$ cat config.mk
export PLATFORM = sky130hd
export DESIGN_NAME = gx4000_sprite_loader
export DESIGN_NICKNAME = d
export VERILOG_FILES = /design/src/rtl/gx4000_spr_pkg.sv /design/src/rtl/gx4000_spr_fifo.sv /design/src/rtl/gx4000_sprite_loader.sv
export SDC_FILE = /design/constraint.sdc
export NUM_CORES = 1
export LEC_CHECK = 0
export BUFFER_PORTS_ARGS = -buffer_cell sky130_fd_sc_hd__buf_4
export CAP_MARGIN = 0
export CORE_UTILIZATION = 30
export CTS_BUF_LIST = sky130_fd_sc_hd__clkbuf_8
export DETAILED_ROUTE_END_ITERATION = 10
export GPL_TIMING_DRIVEN = 0
export PLACE_DENSITY_LB_ADDON = 0.3
export SYNTH_ARGS = -nofsm -noshare
export SYNTH_HDL_FRONTEND = slang
export SYNTH_SLANG_ARGS = --single-unit
$ cat constraint.sdc
create_clock -name clk_sys -period 3.8 [get_ports clk_sys]
set_clock_uncertainty 0.1 [all_clocks]
set_input_delay 0.38 -clock clk_sys [delete_from_list [all_inputs] [get_ports clk_sys]]
set_output_delay 0.38 -clock clk_sys [all_outputs]
set_load 0.01 [all_outputs]
$ cat src/rtl/gx4000_spr_pkg.sv
// Shared types and constants for the Plus/GX4000 sprite pattern RAM loader.
// Sprite RAM is 16 sprites x 16x16 pixels x 4 bpp = 4096 nibbles, mapped
// into the CPU space at 4000h-4FFFh when the ASIC page is unlocked.
package gx4000_spr_pkg;

  localparam logic [3:0] SPR_BASE_NIB = 4'h4;
  localparam int         SPR_ADDR_W   = 12;

  typedef struct packed {
    logic [11:0] addr;
    logic [3:0]  nib;
  } spr_wr_entry_t;

  typedef enum logic [1:0] {
    IDLE,
    RD_WAIT,
    RD_ISSUE,
    RD_DATA
  } rd_state_t;

  // CPU access hits sprite RAM only with Plus features present and the
  // ASIC register page mapped in.
  function automatic logic spr_sel(input logic        plus_mode,
                                   input logic        asic_unlocked,
                                   input logic [15:0] addr);
    return plus_mode & asic_unlocked & (addr[15:12] == SPR_BASE_NIB);
  endfunction

endpackage

$ cat src/rtl/gx4000_spr_fifo.sv
// Single-clock FIFO holding pending sprite RAM writes.
// Ports:
//   clk_sys, reset  : clock, synchronous active-high reset (empties FIFO)
//   push, din       : enqueue one entry (ignored when full)
//   pop             : dequeue the head entry (ignored when empty)
//   full, empty     : occupancy flags, derived from the pointers only
//   dout            : current head entry, valid while !empty
// Pointers carry one extra wrap bit so full and empty are distinguishable
// without a separate counter.
module gx4000_spr_fifo
  import gx4000_spr_pkg::*;
#(
  parameter int DEPTH = 8
) (
  input  logic          clk_sys,
  input  logic          reset,
  input  logic          push,
  input  spr_wr_entry_t din,
  input  logic          pop,
  output logic          full,
  output logic          empty,
  output spr_wr_entry_t dout
);

  localparam int IDX_W = (DEPTH > 1) ? $clog2(DEPTH) : 1;
  localparam logic [IDX_W:0] PTR_ONE = 1;

  logic [IDX_W:0] wr_ptr;
  logic [IDX_W:0] rd_ptr;
  spr_wr_entry_t  mem [DEPTH];
  logic           do_push;
  logic           do_pop;

  assign empty   = (wr_ptr == rd_ptr);
  assign full    = (wr_ptr[IDX_W-1:0] == rd_ptr[IDX_W-1:0]) &&
                   (wr_ptr[IDX_W] != rd_ptr[IDX_W]);
  assign do_push = push & ~full;
  assign do_pop  = pop & ~empty;
  assign dout    = mem[rd_ptr[IDX_W-1:0]];

  always_ff @(posedge clk_sys) begin
    if (reset) begin
      wr_ptr <= '0;
      rd_ptr <= '0;
    end else begin
      if (do_push) wr_ptr <= wr_ptr + PTR_ONE;
      if (do_pop)  rd_ptr <= rd_ptr + PTR_ONE;
    end
  end

  // Storage is data only; stale contents are harmless behind the pointers.
  always_ff @(posedge clk_sys) begin
    if (do_push) mem[wr_ptr[IDX_W-1:0]] <= din;
  end

endmodule

$ cat src/rtl/gx4000_sprite_loader.sv
// CPU-side writer/reader for the Plus/GX4000 sprite pattern RAM.
// CPU byte writes to 4000h-4FFFh are buffered and drained into the pattern
// RAM write port only during blanking; CPU reads wait for all buffered
// writes to land before reading the RAM, so readback is coherent.
// Build option: define GX4000_SPRLD_ANYTIME_EN to drain every cycle
// regardless of blanking (debug / early boot, tearing accepted).
// Ports:
//   clk_sys, reset            : clock, synchronous active-high reset
//   plus_mode, asic_unlocked  : decode qualifiers
//   cpu_addr/cpu_data         : CPU address / write data (low nibble used)
//   cpu_wr, cpu_rd            : one-cycle CPU strobes
//   cpu_dout, cpu_dout_valid  : readback byte and its one-cycle strobe
//   busy                      : CPU stall request (read in progress or FIFO full)
//   hblank, vblank            : drain window
//   spr_we/spr_waddr/spr_wdata: pattern RAM write port
//   spr_re/spr_raddr/spr_rdata: pattern RAM read port (data 1 cycle after re)
//   overflow, overflow_clr    : sticky dropped-write flag and its clear
module gx4000_sprite_loader
  import gx4000_spr_pkg::*;
#(
  parameter int FIFO_DEPTH = 8,
  parameter int ADDR_W     = SPR_ADDR_W
) (
  input  logic              clk_sys,
  input  logic              reset,
  input  logic              plus_mode,
  input  logic              asic_unlocked,
  input  logic [15:0]       cpu_addr,
  input  logic [7:0]        cpu_data,
  input  logic              cpu_wr,
  input  logic              cpu_rd,
  output logic [7:0]        cpu_dout,
  output logic              cpu_dout_valid,
  output logic              busy,
  input  logic              hblank,
  input  logic              vblank,
  output logic              spr_we,
  output logic [ADDR_W-1:0] spr_waddr,
  output logic [3:0]        spr_wdata,
  output logic              spr_re,
  output logic [ADDR_W-1:0] spr_raddr,
  input  logic [3:0]        spr_rdata,
  output logic              overflow,
  input  logic              overflow_clr
);

  logic          sel;
  logic          win;
  logic          fifo_full;
  logic          fifo_empty;
  logic          push;
  logic          drop;
  logic          pop;
  spr_wr_entry_t push_entry;
  spr_wr_entry_t head;

  rd_state_t         state;
  rd_state_t         state_nxt;
  logic              rd_latch;
  logic [ADDR_W-1:0] rd_addr;

  logic unused_data_hi;
  assign unused_data_hi = ^cpu_data[7:4];

  assign sel = spr_sel(plus_mode, asic_unlocked, cpu_addr);

`ifdef GX4000_SPRLD_ANYTIME_EN
  assign win = 1'b1;
`else
  assign win = hblank | vblank;
`endif

  assign push       = cpu_wr & sel & ~fifo_full;
  assign drop       = cpu_wr & sel & fifo_full;
  // Drain is independent of decode so buffered writes still land after
  // plus_mode or the unlock drops.
  assign pop        = win & ~fifo_empty;
  assign push_entry = '{addr: cpu_addr[11:0], nib: cpu_data[3:0]};

  gx4000_spr_fifo #(
    .DEPTH (FIFO_DEPTH)
  ) u_fifo (
    .clk_sys (clk_sys),
    .reset   (reset),
    .push    (push),
    .din     (push_entry),
    .pop     (pop),
    .full    (fifo_full),
    .empty   (fifo_empty),
    .dout    (head)
  );

  // ---- drain stage: popped head becomes a registered RAM write ----
  always_ff @(posedge clk_sys) begin
    if (reset) begin
      spr_we    <= 1'b0;
      spr_waddr <= '0;
      spr_wdata <= '0;
    end else begin
      spr_we <= pop;
      if (pop) begin
        spr_waddr <= ADDR_W'(head.addr);
        spr_wdata <= head.nib;
      end
    end
  end

  // Set wins over clear when both happen together.
  always_ff @(posedge clk_sys) begin
    if (reset)             overflow <= 1'b0;
    else if (drop)         overflow <= 1'b1;
    else if (overflow_clr) overflow <= 1'b0;
  end

  // ---- read FSM ----
  always_ff @(posedge clk_sys) begin
    if (reset) state <= IDLE;
    else       state <= state_nxt;
  end

  always_comb begin
    state_nxt = state;
    rd_latch  = 1'b0;
    spr_re    = 1'b0;
    case (state)
      IDLE: begin
        if (cpu_rd && sel) begin
          rd_latch  = 1'b1;
          state_nxt = RD_WAIT;
        end
      end
      // spr_we high means a popped write has not reached the RAM yet.
      RD_WAIT:  if (fifo_empty && !spr_we) state_nxt = RD_ISSUE;
      RD_ISSUE: begin
        spr_re    = 1'b1;
        state_nxt = RD_DATA;
      end
      RD_DATA:  state_nxt = IDLE;
      default:  state_nxt = IDLE;
    endcase
  end

  always_ff @(posedge clk_sys) begin
    if (reset)         rd_addr <= '0;
    else if (rd_latch) rd_addr <= cpu_addr[ADDR_W-1:0];
  end

  assign spr_raddr = rd_addr;

  // ---- readback stage: RAM data arrives while in RD_DATA ----
  always_ff @(posedge clk_sys) begin
    if (reset) begin
      cpu_dout       <= 8'h00;
      cpu_dout_valid <= 1'b0;
    end else begin
      cpu_dout_valid <= (state == RD_DATA);
      if (state == RD_DATA) cpu_dout <= {4'h0, spr_rdata};
    end
  end

  assign busy = (state != IDLE) | fifo_full;

endmodule
### After elaboration in Yosys (flattened, before gate mapping)

Memories as Yosys holds them, arrays and structs flattened. A register that Yosys moved wholly into a read port is not among the register bits.
Cells that the tools add are included.

| operators by class | value |
|---|---|
| reduce and logical (&&, ||, !) cells | 8 |
| bitwise operators | 12 |
| eq/ne operators | 9 |
| $add $sub $neg | 2 |
| muxes and demuxes | 10 |

Operators by type and width:

| kind | count |
|---|---|
| $add 4x1->4 const B | 2 |
| $and 1x1->1 | 8 |
| $pmux 2 s4 | 1 |
| $mux 1 | 7 |
| $eq 2x2->1 const B | 2 |
| $eq 4x3->1 const B | 1 |
| $eq 4x4->1 | 1 |
| $mux 2 | 2 |
| $ne 2x2->1 const B | 2 |
| $reduce_bool 2->1 | 2 |
| $eq 3x3->1 | 1 |
| $logic_and 1x1->1 | 3 |
| $eq 2x1->1 const B | 1 |
| $logic_not 2->1 | 1 |
| $not 1->1 | 2 |
| $or 1x1->1 | 2 |
| $reduce_and 2->1 | 1 |
| $logic_not 1->1 | 1 |
| $ne 1x1->1 | 1 |

| word-level totals | value |
|---|---|
| word-level logic and storage cells | 50 |
| bits in registers | 29 |
| memory bits (writable) | 128 |
| output and inout bits | 41 |
| memories | 1 |
| bits of input ports | 37 |

Memories:

| name | depth | bits a word | rd ports | clocked after Yosys merged registers in | wr ports | line | source |
|---|---|---|---|---|---|---|---|
| u_fifo.mem | 8 | 16 | 1 | 1 | 1 | gx4000_spr_fifo.sv:30 | `spr_wr_entry_t mem [DEPTH];` |

### Depth between registers and ports, before layout

| logic depth | value |
|---|---|
| depth after elaboration | 7 |
| mapped depth | 6 |
| mapped depth without buffers | 5 |

### Cells and area by module

From an unflattened synthesis, not the netlist that was laid out.

| second synthesis, totals | value |
|---|---|
| cell total of the unflattened synthesis | 444 |
| area total of the unflattened synthesis | 7071.8 µm² |

By module, submodules not included:

| module | seq. area each (µm²) | cells an instance | area an instance (µm²) | times used |
|---|---|---|---|---|
| gx4000_spr_fifo | 4063.9 | 269 | 5556.6 | 1 |
| gx4000_sprite_loader | 740.7 | 175 | 1515.2 | 1 |

### Worst setup path before layout

No wires, ideal clock.

| timing path | value |
|---|---|
| path type | input to register |
| start | in cpu_addr[12] |
| end | mem u_fifo.mem[0][0] (netlist bit) (enable) |
| data arrival time | 2.605 ns |
| setup time | 0.430 ns |
| cell stages on the path | 4 |
| data required time | 3.270 ns |
| path slack | 0.665 ns |
| path buffers | 0 |
| cell sequence | and4bb_2 -> and3_1 -> nand2_1 -> nor4_1 |

| between the ends | value |
|---|---|
| cells in the longest elaborated chain, start to end | 7 |

RTL lines:

| what | line | source |
|---|---|---|
| start, declared | gx4000_sprite_loader.sv:28 | `input logic [15:0] cpu_addr,` |
| $eq 4x3->1 | gx4000_spr_pkg.sv:26 | `return plus_mode & asic_unlocked & (addr[15:12] == SPR_BASE_NIB);` |
| $and 1x1->1 | gx4000_spr_pkg.sv:26 |  |
| $and 1x1->1 (2 in a row) | gx4000_sprite_loader.sv:73 | `assign push = cpu_wr & sel & ~fifo_full;` |
| $and 1x1->1 | gx4000_spr_fifo.sv:37 | `assign do_push = push & ~full;` |
| $mux 1 | gx4000_spr_fifo.sv:53 | `if (do_push) mem[wr_ptr[IDX_W-1:0]] <= din;` |
| $mux 1 (implied by the code) | gx4000_spr_fifo.sv:53 |  |
| end, declared | gx4000_spr_fifo.sv:30 |  |

Every way passes these cells.

### Worst setup path in the final report

| timing path | value |
|---|---|
| start | reg u_fifo.wr_ptr[0] |
| end | mem u_fifo.mem[3][1] (netlist bit) (enable) |

| between the ends | value |
|---|---|
| cells in the longest elaborated chain, start to end | 7 |

RTL lines:

| what | line | source |
|---|---|---|
| start, declared | gx4000_spr_fifo.sv:28 | `logic [IDX_W:0] wr_ptr;` |
| start signal, assigned | gx4000_spr_fifo.sv:46 | `if (do_push) wr_ptr <= wr_ptr + PTR_ONE;` |
| $eq 3x3->1 | gx4000_spr_fifo.sv:35 | `assign full = (wr_ptr[IDX_W-1:0] == rd_ptr[IDX_W-1:0]) &&` |
| $logic_and 1x1->1 | gx4000_spr_fifo.sv:35 |  |
| $not 1->1 | gx4000_spr_fifo.sv:37, gx4000_sprite_loader.sv:73 |  |
| $and 1x1->1 | gx4000_sprite_loader.sv:73 |  |
| $and 1x1->1 | gx4000_spr_fifo.sv:37 |  |
| $mux 1 | gx4000_spr_fifo.sv:53 |  |
| $mux 1 (implied by the code) | gx4000_spr_fifo.sv:53 |  |

Several ways; a longest one is shown, not always the timed one.

==> metrics.md <==
| Metric | Value |
|---|---|
| Layout cells sized above 1 | `35.2%` |
| MaxCap Viol Count | `0` |
| Setup CP Type | `reg2reg` |
| Cell count after synthesis | `391` |
| P_leak | `0.00283 uW` |
| Synthesized flop and latch total | `173` |
| Multi-input gate area | `1890 um2` |
| Chip height | `152 um` |
| Register share of total power | `59.0%` |
| Internal | `2620 uW` |
| Post-synthesis sequential area ratio | `70.0%` |
| Worst path cell trace | `clkbuf_2 > xnor2_2 > nand4_1 > nand2_1 > nor3_2 > buf_8` |
| Skew-Pair Late Insertion Delay | `460 ps` |
| Critical path endpoint category | `flop` |
| Mean Syn Cell Area | `17.3 um2` |
| Synth cell types | `39` |
| Min-Delay Path Class | `in2reg` |
| Worst slew pin tran | `1040 ps` |
| RSZ-0062 raised after global routing | `no` |
| CTS sink count | `173` |
| Reg2reg path depth | `6` |
| Placed insts | `754` |
| Relative slew slack | `30.2%` |
| TritonCTS clock tree | `built` |
| Peak supply drop | `0.218 mV` |
| Initial Util | `30.9%` |
| Sw frac | `24.5%` |
| Post CTS Setup Buffer Count | `0` |
| Violated checks | `design-rule violations` |
| Top cell type's share of synthesized area | `56.7%` |
| Clock H-tree levels | `4` |
| Final Hold Fails | `0` |
| Routed Wire Length | `15100 um` |
| DRC | `7` |
| Dpl hpwl | `10400 um` |
| F_max | `378 MHz` |
| Util after Layout | `37.3%` |
| Final Power | `3470 uW` |
| Critical path's top delay family | `simple AND/OR/NAND/NOR gates` |
| Final std cells w/o fill | `786` |
| Switch Pwr | `850 uW` |
| Clock share of power | `34.4%` |
| Number of flops mapped to enable cells by yosys | `128` |
| Via density | `4.69` |
| Delay of the slowest critical-path stage | `860 ps` |
| Ports | `78` |
| Hold-fix buffers, CTS | `0` |
| CTS Buf Count | `17` |
| Comb power frac | `6.5%` |
| Total Routing Usage GR | `13.7%` |
| Worst Path Arrival | `2710 ps` |
| Post-route cell area | `8190 um2` |
| Post-CTS resize count | `0` |
| Max FO, Critical Path | `9` |
| Diodes inserted | `0` |
| CP bufs+invs | `2` |
| Synth Flop Type | `edfxtp_1` |
| Core area | `22000 um2` |
| Number of global-route vias before repair | `3820` |
| DIE AREA | `23200 um2` |
| FP Rows | `54` |
| Fill cells | `2035` |
| Min-Delay Path Depth | `1` |
| Port bufs | `69` |
| Max-slew violations | `0` |
| Nets | `536` |
| Netlist Area Pre-Place | `6780 um2` |
| FFs w/ async S/R, synth | `0%` |
| Via Count | `3684` |
| DRT iter0 DRCs | `198` |
| Clock-pin slew on the worst setup and hold paths | `100 ps` |
| Fin crit share | `69.6%` |
| CP max stage cell | `nor3_2` |
| CTS max path bufs | `2` |
| Req. time, crit path | `3860 ps` |
| Leading area contributor after synthesis | `edfxtp_1` |
| DIE WIDTH | `152 um` |
| Layout overhead on the synthesized area | `20.9%` |
| Clk root buf | `clkbuf_8` |
| Crit path depth | `6` |
| Pwr/cell area | `424 nW/um2` |
| Final setup violation count | `0` |
| Global-route wire length before repair | `22800 um` |
| Initial DRT Pass Iterations | `7` |
| GP Congestion | `0.723` |
| Pin count of the biggest net entering global routing | `18` |
| Post-route minimum period | `2640 ps` |
| Initial antenna violation count | `0` |
| Storage cell area | `4740 um2` |
| Critical Path Source Type | `flop` |
| Outcome | `complete, but fails checks` |
| Routed WL per cell | `19.3 um` |
| Remaining antenna violation count | `0` |
| Placed cell area | `7830 um2` |
| Synth Warn # | `0` |
| Grt ovf | `0` |
| Top area cells in the synthesized netlist | `edfxtp_1, dfxtp_1, mux4_2, mux2i_1, nor2_1` |
-- logic make-up after synthesis --
| group | Yosys count | share of synthesized area, % |
|---|---|---|
| buf+inv | 31 | 2.82 |
| compound gates | 29 | 3.19 |
| mux | 68 | 16.2 |
| simple gates | 77 | 5.54 |
| other cells | 1 | 0.0553 |
| fa+ha+maj | 6 | 1.11 |
| flops | 173 | 70.0 |
| xor+xnor | 6 | 1.11 |
-- layout make-up --
type / count / share of cell area [%]
sequential: 173 / 57.9
tap: 280 / 4.28
clock buffer: 17 / 2.86
clock inverter: 15 / 1.57
buffer: 27 / 2.15
multi-input combinational: 190 / 23.0
timing repair buffer: 80 / 8.02
inverter: 4 / 0.183
-- flip-flops by register name, indices dropped and copies added (netlist names) --
signal	cells
overflow	1
u_fifo.mem	128
u_fifo.wr_ptr	4
cpu_dout_valid	1
spr_we	1
spr_waddr	12
state	2
spr_wdata	4
u_fifo.rd_ptr	4
cpu_dout	4
spr_raddr	12
-- routing by layer --
metal	wire (um)	GRT usage [%]	up-vias	part of all wire, %
met5	0	0	-	0
met4	194	5.00	0	1.3
met3	737	3.41	14	4.9
met2	7560	23.0	100	50
met1	6660	17.0	1857	44
li1	-	-	1713	-
-- cells in the final DEF (no fill, tap or decap), types with 2 or more instances in the layout --
master	Yosys	routed
edfxtp_1	128	128
buf_4	7	78
dfxtp_1	45	45
nor2_1	42	39
mux2i_1	34	34
mux4_2	29	29
clkbuf_8	0	17
a211oi_1	16	16
buf_2	8	8
buf_6	5	8
nand3_1	7	7
nor2b_1	6	6
clkbuf_1	6	6
ha_1	6	6
inv_6	0	6
buf_8	0	6
a21oi_1	5	5
inv_1	4	4
nor3_2	0	4
nand2b_1	4	4
conb_1	1	4
xnor2_2	3	3
nand4_1	3	3
nand2_1	3	3
nor2_2	0	3
o21ai_0	3	3
mux4_1	3	3
clkinv_4	0	3
inv_8	0	3
and3_1	2	2
xnor2_1	2	2
a21o_1	2	2
-- synth_stat cells (3+ instances only) --
cell type	count
o21ai_0	3
mux4_2	29
a211oi_1	16
nor2_1	42
buf_4	7
mux2i_1	34
edfxtp_1	128
buf_6	5
dfxtp_1	45
a21oi_1	5
clkbuf_1	6
nor2b_1	6
nand4_1	3
nand3_1	7
nand2_1	3
ha_1	6
nand2b_1	4
mux4_1	3
inv_1	4
xnor2_2	3
buf_2	8
nor3_1	4
-- path summary, 6_finish.rpt --
path | start | endpoint | slack (ps)
max | u_fifo.wr_ptr[0]$_SDFFE_PP0P_ | u_fifo.mem[3][1]$_DFFE_PP_ | 1160
min | cpu_data[3] | u_fifo.mem[0][3]$_DFFE_PP_ | 50
max reg2reg | u_fifo.wr_ptr[0]$_SDFFE_PP0P_ | u_fifo.mem[3][1]$_DFFE_PP_ | 1160
min reg2reg | spr_waddr[2]$_SDFFE_PP0P_ | spr_waddr[2]$_SDFFE_PP0P_ | 410
-- metrics by stage --
stage                     hold slack (ps)  setup slack [ps]  setup TNS [ps]
after global routing                 19.5               999               0
after global placement                376             -1190          -40520
final                                47.9              1160               0
after floorplan                       379               665               0
after detailed placement              391               995               0
after CTS                            21.5              1150               0
-- power groups by stage --
stage | registers, uW | clock network (uW) | logic (uW)
2_1_floorplan | 2100 | 0 | 121
3_5_place_dp | 2090 | 0 | 231
5_1_grt | 2050 | 1290 | 252
3_3_place_gp | 2090 | 0 | 221
4_1_cts | 2050 | 1230 | 231
6_report | 2050 | 1200 | 226
Note: power is estimated with default switching activity, not from simulation.
